<file path="src/rtl/rv_pkg.sv">
// Shared RISC-V front-end definitions: datapath width, major opcodes and the
// fetch buffer entry that pairs an instruction word with its PC.
package rv_pkg;

   localparam int XLEN = 32;

   localparam logic [6:0] OPC_RTYPE  = 7'b0110011;
   localparam logic [6:0] OPC_LOAD   = 7'b0000011;
   localparam logic [6:0] OPC_STORE  = 7'b0100011;
   localparam logic [6:0] OPC_BRANCH = 7'b1100011;

   typedef struct packed {
      logic [XLEN-1:0] pc;
      logic [XLEN-1:0] instr;
   } fetch_entry_t;

endpackage

</file>
<file path="src/rtl/fetch_fifo.sv">
// Small synchronous FIFO of fetch entries with flush; the head is read
// combinationally so back-to-back pops need no bubble.
module fetch_fifo
   import rv_pkg::*;
#(
   parameter int  DEPTH = 2,
   localparam int AW    = $clog2(DEPTH),
   localparam int CW    = AW + 1
) (
   input  logic          clk_i,
   input  logic          rst_ni,
   input  logic          flush_i,
   input  logic          push_i,
   input  fetch_entry_t  push_data_i,
   input  logic          pop_i,
   output fetch_entry_t  head_o,
   output logic [CW-1:0] count_o,
   output logic          empty_o,
   output logic          full_o
);

   fetch_entry_t  mem_q [DEPTH];
   logic [AW-1:0] wr_ptr_q;
   logic [AW-1:0] rd_ptr_q;
   logic [CW-1:0] count_q;
   logic          do_push;
   logic          do_pop;

   assign empty_o = (count_q == '0);
   assign full_o  = (count_q == CW'(DEPTH));
   assign count_o = count_q;
   assign head_o  = mem_q[rd_ptr_q];

   // A push into a full FIFO is only legal when the head leaves in the same cycle.
   assign do_pop  = pop_i && !empty_o;
   assign do_push = push_i && (!full_o || do_pop);

   always_ff @(posedge clk_i) begin
      if (!rst_ni || flush_i) begin
         wr_ptr_q <= '0;
         rd_ptr_q <= '0;
         count_q  <= '0;
      end else begin
         if (do_push) wr_ptr_q <= wr_ptr_q + 1'b1;
         if (do_pop)  rd_ptr_q <= rd_ptr_q + 1'b1;
         case ({do_push, do_pop})
            2'b10:   count_q <= count_q + 1'b1;
            2'b01:   count_q <= count_q - 1'b1;
            default: count_q <= count_q;
         endcase
      end
   end

   // Storage carries no reset; validity is tracked by count_q alone.
   always_ff @(posedge clk_i) begin
      if (do_push && !flush_i) mem_q[wr_ptr_q] <= push_data_i;
   end

endmodule

</file>
<file path="src/rtl/instr_fetch_unit.sv">
// Instruction fetch: PC sequencing, credit-limited memory requests, PC-tagged
// response buffering toward decode, and branch redirect with stale-response discard.
module instr_fetch_unit
   import rv_pkg::*;
#(
   parameter int              XLEN       = rv_pkg::XLEN,
   parameter logic [XLEN-1:0] RESET_PC   = '0,
   parameter int              FIFO_DEPTH = 2
) (
   input  logic            clk_i,
   input  logic            rst_ni,
   output logic            imem_req_valid_o,
   input  logic            imem_req_ready_i,
   output logic [XLEN-1:0] imem_req_addr_o,
   input  logic            imem_rsp_valid_i,
   input  logic [XLEN-1:0] imem_rsp_data_i,
   output logic            instr_valid_o,
   input  logic            instr_ready_i,
   output logic [XLEN-1:0] instr_o,
   output logic [XLEN-1:0] instr_pc_o,
   output logic [6:0]      opcode_o,
   input  logic            redirect_i,
   input  logic [XLEN-1:0] redirect_pc_i,
   output logic            misalign_o
);

   localparam int CW = $clog2(FIFO_DEPTH) + 1;
   localparam int SW = CW + 2;

   logic [XLEN-1:0] pc_q;
   logic [CW-1:0]   discard_q;
   logic [CW-1:0]   discard_d;
   logic            misalign_p1;

   logic            req_accept;
   logic            rsp_live;
   logic            rsp_drop;
   logic            buf_pop;
   logic [SW-1:0]   credit_used;

   fetch_entry_t    tag_push;
   fetch_entry_t    tag_head;
   logic [CW-1:0]   outstanding;
   fetch_entry_t    buf_push;
   fetch_entry_t    buf_head;
   logic [CW-1:0]   buf_count;
   logic            buf_empty;

   logic            unused_tag_empty;
   logic            unused_tag_full;
   logic            unused_buf_full;
   logic [XLEN-1:0] unused_tag_instr;

   // Credit covers buffered words, live requests in flight and stale ones still to
   // drain. The entry leaving the buffer this cycle frees its slot immediately,
   // which is what sustains one instruction per cycle with a two-entry buffer.
   assign buf_pop     = instr_valid_o && instr_ready_i;
   assign credit_used = SW'(buf_count) - SW'(buf_pop) + SW'(outstanding) + SW'(discard_q);

   assign imem_req_valid_o = rst_ni && !redirect_i && (credit_used < SW'(FIFO_DEPTH));
   assign imem_req_addr_o  = pc_q;
   assign req_accept       = imem_req_valid_o && imem_req_ready_i;

   // A response with nothing outstanding can only be left over from before reset.
   assign rsp_drop = imem_rsp_valid_i && (discard_q != '0);
   assign rsp_live = imem_rsp_valid_i && (discard_q == '0) && (outstanding != '0);

   always_comb begin
      discard_d = discard_q - CW'(rsp_drop);
      if (redirect_i) discard_d = discard_d + outstanding - CW'(rsp_live);
   end

   always_ff @(posedge clk_i) begin
      if (!rst_ni) begin
         pc_q        <= RESET_PC;
         discard_q   <= '0;
         misalign_p1 <= 1'b0;
      end else begin
         discard_q   <= discard_d;
         misalign_p1 <= redirect_i && (redirect_pc_i[1:0] != 2'b00);
         if (redirect_i)      pc_q <= {redirect_pc_i[XLEN-1:2], 2'b00};
         else if (req_accept) pc_q <= pc_q + XLEN'(4);
      end
   end

   assign tag_push = '{pc: pc_q, instr: '0};

   // PC tag queue: its occupancy is the count of live (non-discarded) requests.
   fetch_fifo #(.DEPTH(FIFO_DEPTH)) u_tag_q (
      .clk_i       (clk_i),
      .rst_ni      (rst_ni),
      .flush_i     (redirect_i),
      .push_i      (req_accept),
      .push_data_i (tag_push),
      .pop_i       (rsp_live),
      .head_o      (tag_head),
      .count_o     (outstanding),
      .empty_o     (unused_tag_empty),
      .full_o      (unused_tag_full)
   );

   assign buf_push         = '{pc: tag_head.pc, instr: imem_rsp_data_i};
   assign unused_tag_instr = tag_head.instr;

   fetch_fifo #(.DEPTH(FIFO_DEPTH)) u_buf_q (
      .clk_i       (clk_i),
      .rst_ni      (rst_ni),
      .flush_i     (redirect_i),
      .push_i      (rsp_live && !redirect_i),
      .push_data_i (buf_push),
      .pop_i       (buf_pop),
      .head_o      (buf_head),
      .count_o     (buf_count),
      .empty_o     (buf_empty),
      .full_o      (unused_buf_full)
   );

   assign instr_valid_o = !buf_empty;
   assign instr_o       = buf_empty ? '0 : buf_head.instr;
   assign instr_pc_o    = buf_empty ? '0 : buf_head.pc;
   assign opcode_o      = instr_o[6:0];
   assign misalign_o    = misalign_p1;

endmodule

</file>
<file path="config.mk">
export PLATFORM = sky130hd
export DESIGN_NAME = instr_fetch_unit
export DESIGN_NICKNAME = d
export VERILOG_FILES = /design/src/rtl/rv_pkg.sv /design/src/rtl/fetch_fifo.sv /design/src/rtl/instr_fetch_unit.sv
export SDC_FILE = /design/constraint.sdc
export NUM_CORES = 1
export LEC_CHECK = 0
export BUFFER_PORTS_ARGS = -buffer_cell sky130_fd_sc_hd__buf_2
export CORE_ASPECT_RATIO = 1.1
export CORE_MARGIN = 2
export CORE_UTILIZATION = 53
export DETAILED_ROUTE_END_ITERATION = 6
export PLACE_DENSITY_LB_ADDON = 0.3
export SLEW_MARGIN = 20
export SYNTH_ARGS = -nofsm -noshare
export SYNTH_HDL_FRONTEND = slang
export SYNTH_SLANG_ARGS = --single-unit
</file>
<file path="constraint.sdc">
create_clock -name clk_i -period 6.8 [get_ports clk_i]
set_input_delay 1.36 -clock clk_i [delete_from_list [all_inputs] [get_ports clk_i]]
set_output_delay 1.36 -clock clk_i [all_outputs]
set_load 0.02 [all_outputs]
</file>
* Word level (Yosys, flattened, before mapping)
Memory sizes are Yosys's and may differ from the RTL's. A register that Yosys moved wholly into a read port is not among the register bits.
Cells that the tools add are included.
** Operators by class
- Mux-type cells :: 15
- Shift operators :: 0
- Equal/unequal tests :: 6
- Multipliers :: 0
- $lt $le $gt $ge :: 1
- Add/subtract/negate cells :: 15
- Bitwise operators :: 1
- Reduce and logical (&&, ||, !) cells :: 34
- Divide/modulo/power cells :: 0
** Operators with widths (number)
- two-way mux 32 bit :: 4
- adder 32 x 3 -> 32 bit (second input constant) :: 1
- logical AND 1 bit :: 15
- nonzero test 2 bit :: 6
- equality test 2 bit (second input constant) :: 4
- two-way mux 1 bit :: 8
- one-hot mux 2 bit (2 select lines) :: 2
- zero test 1 bit :: 6
- zero test 2 bit :: 3
- adder 1 bit (second input constant) :: 4
- adder 2 x 1 -> 2 bit (second input constant) :: 2
- adder 3 x 3 -> 4 bit :: 1
- adder 4 x 2 -> 4 bit :: 1
- equality test 2 x 1 -> 1 bit (second input constant) :: 2
- < comparator 4 x 2 -> 1 bit (second input constant) :: 1
- subtractor 2 x 1 -> 2 bit :: 2
- subtractor 2 x 1 -> 2 bit (second input constant) :: 2
- logical OR 1 bit :: 3
- subtractor 2 x 1 -> 3 bit :: 1
- adder 2 bit :: 1
- two-way mux 2 bit :: 1
- OR reduction 2 bit :: 1
- inverter 1 bit :: 1
** Storage, ports and cells
- Bits in read-only memories :: 0
- Bits in latches :: 0
- Memory bits (writable) :: 192
- Flip-flop bits (word level) :: 43
- Memories :: 2
- Output and inout bits :: 106
- Input port bits :: 70
- Logic and storage cells :: 84
** Memories
- u_buf_q.mem_q :: words 2, bits a word 64, rd ports 1, clocked after memory_dff 1, write ports 1, line fetch_fifo.sv:22 : fetch_entry_t mem_q [DEPTH];
- u_tag_q.mem_q :: words 2, bits a word 32, rd ports 1, clocked after memory_dff 1, write ports 1, line fetch_fifo.sv:22

* Longest topological paths before layout
- Word-level depth :: 13
- Mapped depth :: 19
- Gate-level depth less buffers :: 17

* Modules after synthesis
Synthesis repeated with hierarchy kept, for this count alone.
** Unflattened totals
- Cells, all modules :: 808
- Area total of the unflattened synthesis :: 12408.2 um^2
** Modules (own cells, without submodules)
- fetch_fifo :: seq. area each 3943.8 um^2, cells an instance 230, area an instance 4894.7 um^2, instances 2
- instr_fetch_unit :: seq. area each 660.6 um^2, cells an instance 348, area an instance 2618.8 um^2, instances 1

* Worst setup path after synthesis
No wires, ideal clock.
- Path type :: in2reg
- From :: input port instr_ready_i
- To :: memory u_tag_q.mem_q[1][10] (netlist name), enable pin
- Setup time :: 0.417 ns
- Cell stages on the path :: 13
- Path slack :: 1.217 ns
- Buffers on the path :: 1
- Arrival time :: 5.166 ns
- Required time :: 6.383 ns
- Cell sequence :: and2_1 ha_1 ha_1 inv_1 fa_1 ha_1 inv_1 fa_1 xnor2_1 clkbuf_1 nor3_1 nand2_1 nor2_1
** On the way
- Word-level cells in the longest chain between the ends :: 11
** RTL lines
- from (decl) :: line instr_fetch_unit.sv:18 : input logic instr_ready_i,
- logical AND 1 bit :: line instr_fetch_unit.sv:57 : assign buf_pop = instr_valid_o && instr_ready_i;
- subtractor 2 x 1 -> 3 bit :: line instr_fetch_unit.sv:58 : assign credit_used = SW'(buf_count) - SW'(buf_pop) + SW'(outstanding) + SW'(discard_q);
- adder 3 x 3 -> 4 bit :: line instr_fetch_unit.sv:58
- adder 4 x 2 -> 4 bit :: line instr_fetch_unit.sv:58
- < comparator 4 x 2 -> 1 bit :: line instr_fetch_unit.sv:60 : assign imem_req_valid_o = rst_ni && !redirect_i && (credit_used < SW'(FIFO_DEPTH));
- logical AND 1 bit :: line instr_fetch_unit.sv:60
- logical AND 1 bit :: line instr_fetch_unit.sv:62 : assign req_accept = imem_req_valid_o && imem_req_ready_i;
- logical AND 1 bit :: line fetch_fifo.sv:36 : assign do_push = push_i && (!full_o || do_pop);
- logical AND 1 bit :: line fetch_fifo.sv:56 : if (do_push && !flush_i) mem_q[wr_ptr_q] <= push_data_i;
- two-way mux 1 bit :: line fetch_fifo.sv:56
- two-way mux 1 bit (not written as such) :: line fetch_fifo.sv:56
- to (decl) :: line fetch_fifo.sv:22
No other way between the ends.

* Worst setup path after layout
- From :: input port instr_ready_i
- To :: output port imem_req_valid_o
** On the way
- Word-level cells in the longest chain between the ends :: 6
** RTL lines
- logical AND 1 bit :: line instr_fetch_unit.sv:57
- subtractor 2 x 1 -> 3 bit :: line instr_fetch_unit.sv:58
- adder 3 x 3 -> 4 bit :: line instr_fetch_unit.sv:58
- adder 4 x 2 -> 4 bit :: line instr_fetch_unit.sv:58
- < comparator 4 x 2 -> 1 bit :: line instr_fetch_unit.sv:60
- logical AND 1 bit :: line instr_fetch_unit.sv:60
- to (decl) :: line instr_fetch_unit.sv:12 : output logic imem_req_valid_o,
No other way between the ends.

==> results.py <==
metrics = {
    "grt": {
        "groute.usage.overall": 0.213,
        "grt_pass1_wl_um": 33100,
        "grt_start_max_net_pins": 63,
        "first_global_vias": 6438,
        "overflow": 0,
        "number_of_antenna_violations_at_the_first_check_in_global_routing": 0,
    },
    "finish": {
        "most_common_library_cell_in_the_layout_ignoring_fill_and_taps": "edfxtp_1",
        "final_layout_size_suffix_gt1_frac": 0.288,
        "insertedDiodeCount": 0,
        "layout.nets": 943,
        "layout_common_cells": "edfxtp_1 (184), buf_2 (171), nor2_1 (73), mux2i_1 (62), dfxtp_1 (42)",
        "area.growth.synth_to_final_pct": 18.2,
        "instances_no_fill": 1115,
    },
    "floorplan": {
        "design.core.area_um2": 17700,
        "area_of_the_die_um2": 19200,
        "num_rows": 51,
        "io_pins": 176,
        "die_y_um": 145,
        "die_width_um": 132,
        "initial_utilization": 0.542,
    },
    "sta": {
        "hold_violations": 0,
        "clock-skew-final_ns": 0.0118,
        "max_slew.worst_pin.slew_ns": 1.10,
        "fin_setup_tns_ns": 0,
        "fmaxAchievable_ghz": 0.176,
        "relSlewSlack": 0.264,
        "final_slew_viol_count": 0,
        "final_min_period_over_clock_period": 0.837,
        "setup-violations-final": 0,
        "post-route-min-period_ns": 5.69,
        "grt_setup_unrepaired": "false",
    },
    "synth": {
        "mean_cell_area_of_the_mapped_netlist_um2": 13.6,
        "post_synth_instance_area_um2": 9610,
        "async_reset_ff_frac": 0,
        "synth_adder_area_share": 0.0172,
        "yosysWarnings": 0,
        "muxShareOfSynthArea": 0.0998,
        "dominant_combinational_cell_family_by_area_after_synthesis": "simple AND/OR/NAND/NOR gates",
        "synth_compound_area_frac": 0.0589,
        "synth_top_cell_area_share": 0.575,
        "synth_seq_area_share": 0.665,
        "postSynth.topFlopCell": "edfxtp_1",
        "synth_xor_xnor_area_share": 0.0182,
        "synth_enable_flop_cells": 184,
        "synth_seq_cells": 227,
        "synthCells": 704,
        "synth.distinct_cells": 55,
        "synth_top_area_cell": "edfxtp_1",
        "netlist_top_cells_area": "edfxtp_1 (58%), dfxtp_1 (9.0%), mux2i_1 (6.5%)",
        "synthSimpleGateAreaFrac": 0.107,
    },
    "place": {
        "dpl.cell_count": 1074,
        "place.gp.congestion": 0.843,
        "portBuffers": 171,
        "detailed_place_hpwl_um": 13500,
    },
    "setup_path": {
        "criticalPathCategory": "in2out",
        "worst_setup_path_start_kind": "input pin",
        "timing.critical_path.fanout_max": 11,
        "crit_required_ns": 5.44,
        "reg2reg_depth": 16,
        "critical_path.reg2reg.startpoint": "u_buf_q.count_o[0]$_SDFFE_PP0P_",
        "worstSetupStartpoint": "instr_ready_i",
        "arrival_ns": 4.33,
        "critical_path.endpoint_type": "output pin",
    },
    "min_path": {
        "hp-class": "reg2reg",
        "timing.hold.worst_path_depth": 2,
        "worst_hold_startpoint": "u_tag_q.rd_ptr_q$_SDFFE_PP0P_",
    },
    "routing": {
        "finalWirelength_um": 20600,
        "antenna_left": 0,
        "vias_per_cell": 5.58,
        "drtPass1Iterations": 5,
        "routed_wire_length_per_instance_um": 18.5,
        "vias_after_detailed_routing": 6226,
        "drc_errors": 0,
        "drt_iter0_markers": 409,
    },
    "pwr": {
        "clock_power_share": 0.404,
        "static-leakage-power_nw": 4.15,
        "power_density_nw_per_um2": 268,
        "power.net_switching_w": 0.000677,
        "power.share.combinational": 0.073,
        "irDropWorstVdd_mv": 0.143,
        "intPower_w": 0.00236,
        "switching_share": 0.223,
        "seq_power_share": 0.523,
    },
    "cts": {
        "worst_setup_hold_path_clk_slew_ns": 0.06,
        "clock-sinks": 227,
        "clk_tree_root_cell": "clkbuf_16",
        "clockBufferDepth": 3,
        "cts_bufs_inserted": 23,
        "tritoncts_clock_tree": "yes",
        "cts_setup_buffers": 0,
        "holdBufCountCts": 0,
        "cts_resized": 0,
        "htree_num_levels": 1,
        "clock_network_latency_to_the_later_pin_of_the_worst_skew_pair_ns": 0.50,
    },
    "job": {
        "maxCapViolations": 0,
    },
    "run_status": {
        "run_status": "finished clean",
    },
}
## cell usage after synthesis (11+ instances only)
| master | n |
|---|---|
| a31oi_1 | 15 |
| mux2_2 | 30 |
| dfxtp_1 | 43 |
| buf_4 | 11 |
| a21oi_1 | 13 |
| edfxtp_1 | 184 |
| xnor2_1 | 14 |
| o21ai_0 | 33 |
| nand3_1 | 22 |
| nor2_1 | 77 |
| inv_1 | 21 |
| clkbuf_1 | 28 |
| mux2i_1 | 62 |
## per-layer routing
metal / track usage / share of wire / wire, um / vias up
met4: 0.0597 / 0.018 / 364 / 0
met1: 0.275 / 0.42 / 8710 / 3002
met2: 0.371 / 0.49 / 10100 / 241
met3: 0.0367 / 0.066 / 1360 / 34
met5: 0 / 0 / 0 / -
li1: - / - / - / 2949
## cells by family (layout without fill, tap and decap cells)
logic type,after synthesis,after routing
AO/OA/AOI/OAI,90,90
XOR/XNOR,20,20
adder cells (fa/ha/maj),12,12
buffers and inverters,71,241
flip-flops,227,227
multiplexers,92,92
other,1,4
AND/OR/NAND/NOR,191,191
## through the flow
stage	util	hold WS (ns)	area [um2]	power, W	worst slack, ns
4_1_cts	0.640	0.526	11400	0.00307	1.14
2_1_floorplan	-	0.479	9620	0.00175	1.22
6_report	0.640	0.521	11400	0.00304	1.11
3_5_place_dp	0.598	0.511	10600	0.00184	1.15
5_1_grt	0.640	0.588	11400	0.00316	0.958
3_3_place_gp	0.598	0.501	10600	0.00183	1.25
## path summary, 6_finish.rpt
kind / end / slack, ns
min reg2reg: u_tag_q.rd_ptr_q$_SDFFE_PP0P_ / 0.52
max reg2reg: u_tag_q.count_o[1]$_SDFFE_PP0P_ / 2.17
min: u_tag_q.rd_ptr_q$_SDFFE_PP0P_ / 0.52
max: imem_req_valid_o / 1.11
## worst max-delay path, stage by stage
cell,delay [ns]
buf_2,0.12
and2_1,0.14
ha_1,0.18
ha_1,0.27
inv_1,0.04
fa_1,0.48
ha_1,0.14
inv_1,0.05
fa_1,0.41
xnor2_1,0.79
nor4b_1,0.14
buf_2,0.21
## registers in the layout, indices dropped and copies added, names as in the netlist, named ones only
signal	cells
u_buf_q.mem_q	124
u_tag_q.mem_q	60
imem_req_addr_o	30
discard_q	2
u_buf_q.count_o	2
u_tag_q.count_o	2
misalign_o	1
u_buf_q.rd_ptr_q	1
u_buf_q.wr_ptr_q	1
u_tag_q.rd_ptr_q	1
u_tag_q.wr_ptr_q	1
## final cells by class
cell class | instances | area (um2)
fillers | 1397 | 6380
flip-flops and latches | 227 | 6390
multi-input cells | 409 | 2930
inverters | 21 | 78.8
well taps | 238 | 298
clock inverters | 15 | 153
clock buffers | 26 | 587
repair buffers | 179 | 916
## power groups by stage
stage / registers, W / logic (W) / clock network [W]
CTS: 0.00159 / 0.000221 / 0.00126
floorplan: 0.00162 / 0.000134 / 0
finish: 0.00159 / 0.000221 / 0.00123
global placement: 0.00162 / 0.000210 / 0
detailed placement: 0.00162 / 0.000220 / 0
global route: 0.00160 / 0.000247 / 0.00132
Note: power is estimated with default switching activity, not from simulation.
